==> config.mk <==
export PLATFORM = sky130hd
export DESIGN_NAME = conv_window_gen
export DESIGN_NICKNAME = d
export VERILOG_FILES = /design/src/rtl/conv_window_gen.sv
export SDC_FILE = /design/constraint.sdc
export NUM_CORES = 2
export LEC_CHECK = 0
export CAP_MARGIN = 20
export CORE_ASPECT_RATIO = 0.8
export CORE_MARGIN = 5
export CORE_UTILIZATION = 39
export CTS_CLUSTER_SIZE = 30
export DETAILED_ROUTE_END_ITERATION = 8
export PLACE_DENSITY = 0.58
export SKIP_LAST_GASP = 1
export SLEW_MARGIN = 20
export SYNTH_ARGS = -nofsm -noshare
export SYNTH_HDL_FRONTEND = slang
export SYNTH_SLANG_ARGS = --single-unit
==> constraint.sdc <==
create_clock -name clk -period 8.6 [get_ports clk]
set_input_delay 1.72 -clock clk [delete_from_list [all_inputs] [get_ports clk]]
set_output_delay 1.72 -clock clk [all_outputs]
set_load 0.02 [all_outputs]
==> src/rtl/conv_window_gen.sv <==
// Streaming KxK sliding-window generator: K-1 line buffers feed a KxK register window.
// Optional macro CONV_WIN_COORD_EN adds win_row/win_col (top-left coordinate of each window).
module conv_window_gen #(
   parameter int IMG_W  = 28,
   parameter int IMG_H  = 28,
   parameter int DATA_W = 32,
   parameter int K      = 5
) (
   input  logic                  clk,
   input  logic                  rst,
   input  logic                  in_valid,
   output logic                  in_ready,
   input  logic [DATA_W-1:0]     in_data,
   output logic                  out_valid,
   input  logic                  out_ready,
   output logic [K*K*DATA_W-1:0] win_data,
   output logic                  frame_done,
`ifdef CONV_WIN_COORD_EN
   output logic [4:0]            win_row,
   output logic [4:0]            win_col,
`endif
   output logic [1:0]            dbg_state_o
);

   localparam int CW = (IMG_W > 1) ? $clog2(IMG_W) : 1;
   localparam int RW = (IMG_H > 1) ? $clog2(IMG_H) : 1;

   typedef enum logic [1:0] {
      ST_FILL   = 2'd0,
      ST_STREAM = 2'd1,
      ST_DRAIN  = 2'd2
   } state_e;

   state_e            state_q, state_d;
   logic [CW-1:0]     col_q, col_d;
   logic [RW-1:0]     row_q, row_d;
   logic              out_valid_q, out_valid_d;
   logic              frame_done_q, frame_done_d;
   logic              in_xfer, out_xfer, emit;
   logic              last_col, last_row;
   logic [DATA_W-1:0] lb_q    [K-1][IMG_W];
   logic [DATA_W-1:0] win_q   [K][K];
   logic [DATA_W-1:0] new_col [K];

   // Transfers happen when valid and ready are both high at the rising edge; a held
   // window blocks input (no skid buffer), and DRAIN blocks input until the last window leaves.
   assign in_ready  = (!out_valid_q || out_ready) && (state_q != ST_DRAIN);
   assign in_xfer   = in_valid && in_ready;
   assign out_xfer  = out_valid_q && out_ready;
   assign last_col  = (col_q == CW'(IMG_W - 1));
   assign last_row  = (row_q == RW'(IMG_H - 1));

   assign out_valid   = out_valid_q;
   assign frame_done  = frame_done_q;
   assign dbg_state_o = state_q;

   always_comb begin
      state_d      = state_q;
      col_d        = col_q;
      row_d        = row_q;
      out_valid_d  = out_valid_q && !out_ready;
      frame_done_d = 1'b0;
      emit         = 1'b0;
      if (in_xfer) begin
         if (last_col) begin
            col_d = '0;
            row_d = last_row ? '0 : row_q + RW'(1);
         end else begin
            col_d = col_q + CW'(1);
         end
         emit = (state_q == ST_STREAM) && (col_q >= CW'(K - 1));
      end
      if (emit) out_valid_d = 1'b1;
      case (state_q)
         ST_FILL: begin
            if (in_xfer && last_col && (row_q == RW'(K - 2))) state_d = ST_STREAM;
         end
         ST_STREAM: begin
            if (in_xfer && last_col && last_row) state_d = ST_DRAIN;
         end
         ST_DRAIN: begin
            if (out_xfer) begin
               state_d      = ST_FILL;
               frame_done_d = 1'b1;
               col_d        = '0;
               row_d        = '0;
            end
         end
         default: state_d = ST_FILL;
      endcase
   end

   always_ff @(posedge clk or negedge rst) begin
      if (!rst) begin
         state_q      <= ST_FILL;
         col_q        <= '0;
         row_q        <= '0;
         out_valid_q  <= 1'b0;
         frame_done_q <= 1'b0;
      end else begin
         state_q      <= state_d;
         col_q        <= col_d;
         row_q        <= row_d;
         out_valid_q  <= out_valid_d;
         frame_done_q <= frame_done_d;
      end
   end

   // Line buffers are plain memory: every entry is rewritten before a window can read it.
   always_ff @(posedge clk) begin
      if (in_xfer) begin
         for (int k = 0; k < K - 2; k++) lb_q[k][col_q] <= lb_q[k+1][col_q];
         lb_q[K-2][col_q] <= in_data;
      end
   end

   always_comb begin
      for (int r = 0; r < K - 1; r++) new_col[r] = lb_q[r][col_q];
      new_col[K-1] = in_data;
   end

   always_ff @(posedge clk or negedge rst) begin
      if (!rst) begin
         for (int r = 0; r < K; r++)
            for (int c = 0; c < K; c++) win_q[r][c] <= '0;
      end else if (in_xfer) begin
         for (int r = 0; r < K; r++) begin
            for (int c = 0; c < K - 1; c++) win_q[r][c] <= win_q[r][c+1];
            win_q[r][K-1] <= new_col[r];
         end
      end
   end

   for (genvar gr = 0; gr < K; gr++) begin : g_row
      for (genvar gc = 0; gc < K; gc++) begin : g_col
         assign win_data[(gr*K+gc)*DATA_W +: DATA_W] = win_q[gr][gc];
      end
   end

`ifdef CONV_WIN_COORD_EN
   logic [4:0] win_row_q, win_col_q;

   always_ff @(posedge clk or negedge rst) begin
      if (!rst) begin
         win_row_q <= '0;
         win_col_q <= '0;
      end else if (emit) begin
         win_row_q <= 5'(row_q - RW'(K - 1));
         win_col_q <= 5'(col_q - CW'(K - 1));
      end
   end

   assign win_row = win_row_q;
   assign win_col = win_col_q;
`endif

   a_stall_hold: assert property (@(posedge clk) disable iff (!rst)
      (out_valid_q && !out_ready) |=> (out_valid_q && $stable(win_data)));

   a_drain_blocks_input: assert property (@(posedge clk) disable iff (!rst)
      (state_q == ST_DRAIN) |-> !in_ready);

endmodule

==> flow_summary.yaml <==
status:
  outcome: "finished, final reports clean"
sta:
  fin_crit_sh_pct: 61.8
  hold_viol_final: 0
  setup_slack_ns: 3.28
  setup_tns_ns: 0
  min_period_ns: 5.32
  timing.fmax_mhz: 188
  relSlewSlack_pct: 20.5
  setup_violations: 0
  worst_pin_slew_ns: 1.19
  fin_worst_skew_ns: 0.0507
  rsz0062_at_grt: "false"
  maxSlewViolCount: 0
placement:
  io_buffers: 840
  dp_hpwl_um: 306000
  gp_congestion: 0.902
  dp_slack_ns: 3.03
critical_path:
  cp-startpoint: "col_q[0]$_DFF_PN0_"
  crit_fanout: 85
  timing.rr.end: "win_data[611]$_DFFE_PN0P_"
  r2r_cells: 8
  worst_ep_arrival_time_ns: 6.14
  reg2reg_from: "col_q[0]$_DFF_PN0_"
  start_kind: "flop"
  worstSetupPathType: "flop to flop"
  cp.required_ns: 9.43
  r2r_slack_ns: 3.28
  critPathCaptureType: "flop"
  endpoint: "win_data[611]$_DFFE_PN0P_"
route:
  wl_per_cell_um: 31.9
  m1WireLength_um: 216000
  vias: 93900
  wl_met3_um: 49800
  drc: 0
  routed_wirelength_um: 523000
  first_iter_violations: 13400
  first_pass_iters: 7
  met2_length_um: 243000
  viasPerCell: 5.72
  ant_nets: 0
  topRoutingLayerUsed: "met5"
pwr:
  peakVddDrop_uv: 169
  p_leak_nw: 68.0
  p_per_area_nw_per_um2: 211
layout:
  layout_commonest_cell: "edfxtp_1"
  final_cell_mix: "edfxtp_1, nand2_1, clkdlybuf4s50_1"
  fin_nets: 10500
  nFillCells: 35800
  drive_gt1_share_pct: 15.1
  area_growth_pct: 18.1
clock_network:
  ctsHoldBuffers: 0
  post-cts-setup-buffers: 0
  cts_tree: "yes"
  cts-htree-levels: 5
  cts_resized: 0
  cts_buffers: 413
  clk_latency_ns: 0.96
  cts.sinks: 4398
  clockBufferDepth: 4
  clkTransAtPathRegs_ns: 0.07
  root_buffer: "clkbuf_16"
yosys:
  yosys.area.top_type: "edfxtp_1"
  async_flop_share_pct: 18.5
  synthTopCellsByArea: "edfxtp_1, dfrtp_1, mux4_2, nand2_1, mux2i_1"
  yosysWarnings: 0
  syn_nets: 9444
  ys_ff_latch: 4398
  syn_area_um2: 166000
  synth_cell_types: 59
  synth_edf_count: 3584
  avgSynthCellArea_um2: 17.6
  ys_seq_area_share_pct: 77.3
  yosysTopAreaCellShare_pct: 65.0
  postSynthCellCount: 9402
  synth_ff_type: "edfxtp_1"
grt:
  grt.overflow.total: 0
  grt_antenna_before_repair: 37
  grt_pass1_vias: 91400
  grt_pass1_wl_um: 725000
  grt_start_max_net_pins: 201
  grtUsageTotal_pct: 23.2
floorplanning:
  initial_utilization_pct: 39.1
  die_h_um: 593
  die-area_um2: 438000
  core_um2: 424000
  fp-row-count: 214
  die_w_um: 738
  pin_count: 841
min_path:
  hp-class: "flop to flop"
run:
  cap_violations: 0
## cell type report
type | instances | area (um2) | share of cell area [%]
Clock buffer | 557 | 11500 | 5.87
Tap cell | 5616 | 7030 | 3.59
Clock inverter | 193 | 1910 | 0.976
Sequential cell | 4398 | 128000 | 65.5
Antenna cell | 15 | 37.5 | 0.0192
Inverter | 5 | 18.8 | 0.00960
Multi-Input combinational cell | 4482 | 35600 | 18.2
Timing Repair Buffer | 1130 | 11400 | 5.82
## sequential cells by signal (all words and copies together) (netlist names)
| signal | flops |
|---|---|
| lb_q | 3584 |
| win_data | 800 |
| col_q | 5 |
| row_q | 5 |
| dbg_state_o | 2 |
| frame_done | 1 |
| out_valid | 1 |
## metrics by stage
step / cells / power, mW / area [um2] / hold WS (ns) / util (%)
2_1_floorplan: 9402 / 23.3 / 166000 / 0.504 / -
3_3_place_gp: 15600 / 23.5 / 182000 / 0.457 / 42.9
3_5_place_dp: 15600 / 23.5 / 182000 / 0.462 / 42.9
4_1_cts: 16400 / 41.6 / 195000 / 0.477 / 46.1
5_1_grt: 16400 / 42.5 / 195000 / 0.486 / 46.1
6_report: 16400 / 41.3 / 195000 / 0.476 / 46.1
## synthesized netlist by cell type, types with 2 or more instances
library cell / number
a211oi_1: 89
xnor2_1: 4
and2_1: 5
nand4bb_1: 6
edfxtp_1: 3584
mux2_2: 103
a2bb2oi_1: 9
o22ai_1: 250
a2111oi_0: 3
nand4b_1: 4
a221oi_1: 16
xor2_1: 2
buf_6: 25
o221ai_1: 17
nand2_1: 2092
mux2i_1: 715
nor2_1: 101
buf_2: 131
nand4_1: 6
nor4_1: 9
dfrtp_1: 814
inv_1: 4
a31oi_1: 16
mux4_2: 545
o21a_1: 17
or4_1: 2
ha_1: 6
nand3b_1: 2
buf_1: 30
buf_4: 29
o211ai_1: 9
nand3_1: 110
clkbuf_1: 302
nor2b_1: 8
o21ai_0: 7
or4b_1: 3
o211a_1: 3
o2111ai_1: 14
a21oi_1: 38
nand2b_1: 6
nor3_1: 31
a22oi_1: 218
## critical path: stages (launching register included)
cell,delay (ns)
dfrtp_4,0.93
buf_12,0.58
buf_12,0.55
buf_4,0.77
mux4_2,0.61
a221oi_1,0.70
a21oi_2,0.17
buf_4,0.27
mux2_2,0.31
## routing by layer
metal	vias up	track usage, %
li1	38200	-
met1	49900	33.7
met2	4999	36.2
met3	768	4.15
met4	4	6.04
met5	-	0
## where the power goes
group | switching [mW] | leakage [nW] | internal [mW]
sequential | 0 | 43.6 | 22.8
clock | 7.98 | 6.53 | 10.3
combinational | 0.184 | 17.9 | 0.0264
## kinds of logic after synthesis
family | count (synthesis) | share of synthesized area, %
flip-flops | 4398 | 77.3
AND/OR/NAND/NOR | 2395 | 5.68
multiplexers | 1363 | 12.4
AO/OA/AOI/OAI | 712 | 3.03
buffers and inverters | 522 | 1.46
XOR/XNOR | 6 | 0.0317
adder cells (fa/ha/maj) | 6 | 0.0453
## how the worst min path moves through the flow
| stage | from | depth (start not counted) | slack, ns | endpoint |
|---|---|---|---|---|
| final | win_data[4]$_DFFE_PN0P_ | 2 | 0.48 | win_data[4]$_DFFE_PN0P_ |
| after global routing | win_data[644]$_DFFE_PN0P_ | 2 | 0.49 | win_data[644]$_DFFE_PN0P_ |
| after CTS | win_data[644]$_DFFE_PN0P_ | 2 | 0.48 | win_data[644]$_DFFE_PN0P_ |
| after detailed placement | win_data[644]$_DFFE_PN0P_ | 2 | 0.46 | win_data[644]$_DFFE_PN0P_ |
| after global placement | win_data[175]$_DFFE_PN0P_ | 2 | 0.46 | win_data[175]$_DFFE_PN0P_ |
| after floorplan | row_q[4]$_DFF_PN0_ | 1 | 0.50 | dbg_state_o[0]$_DFFE_PN0P_ |
Power figures use the tool's default switching activity.
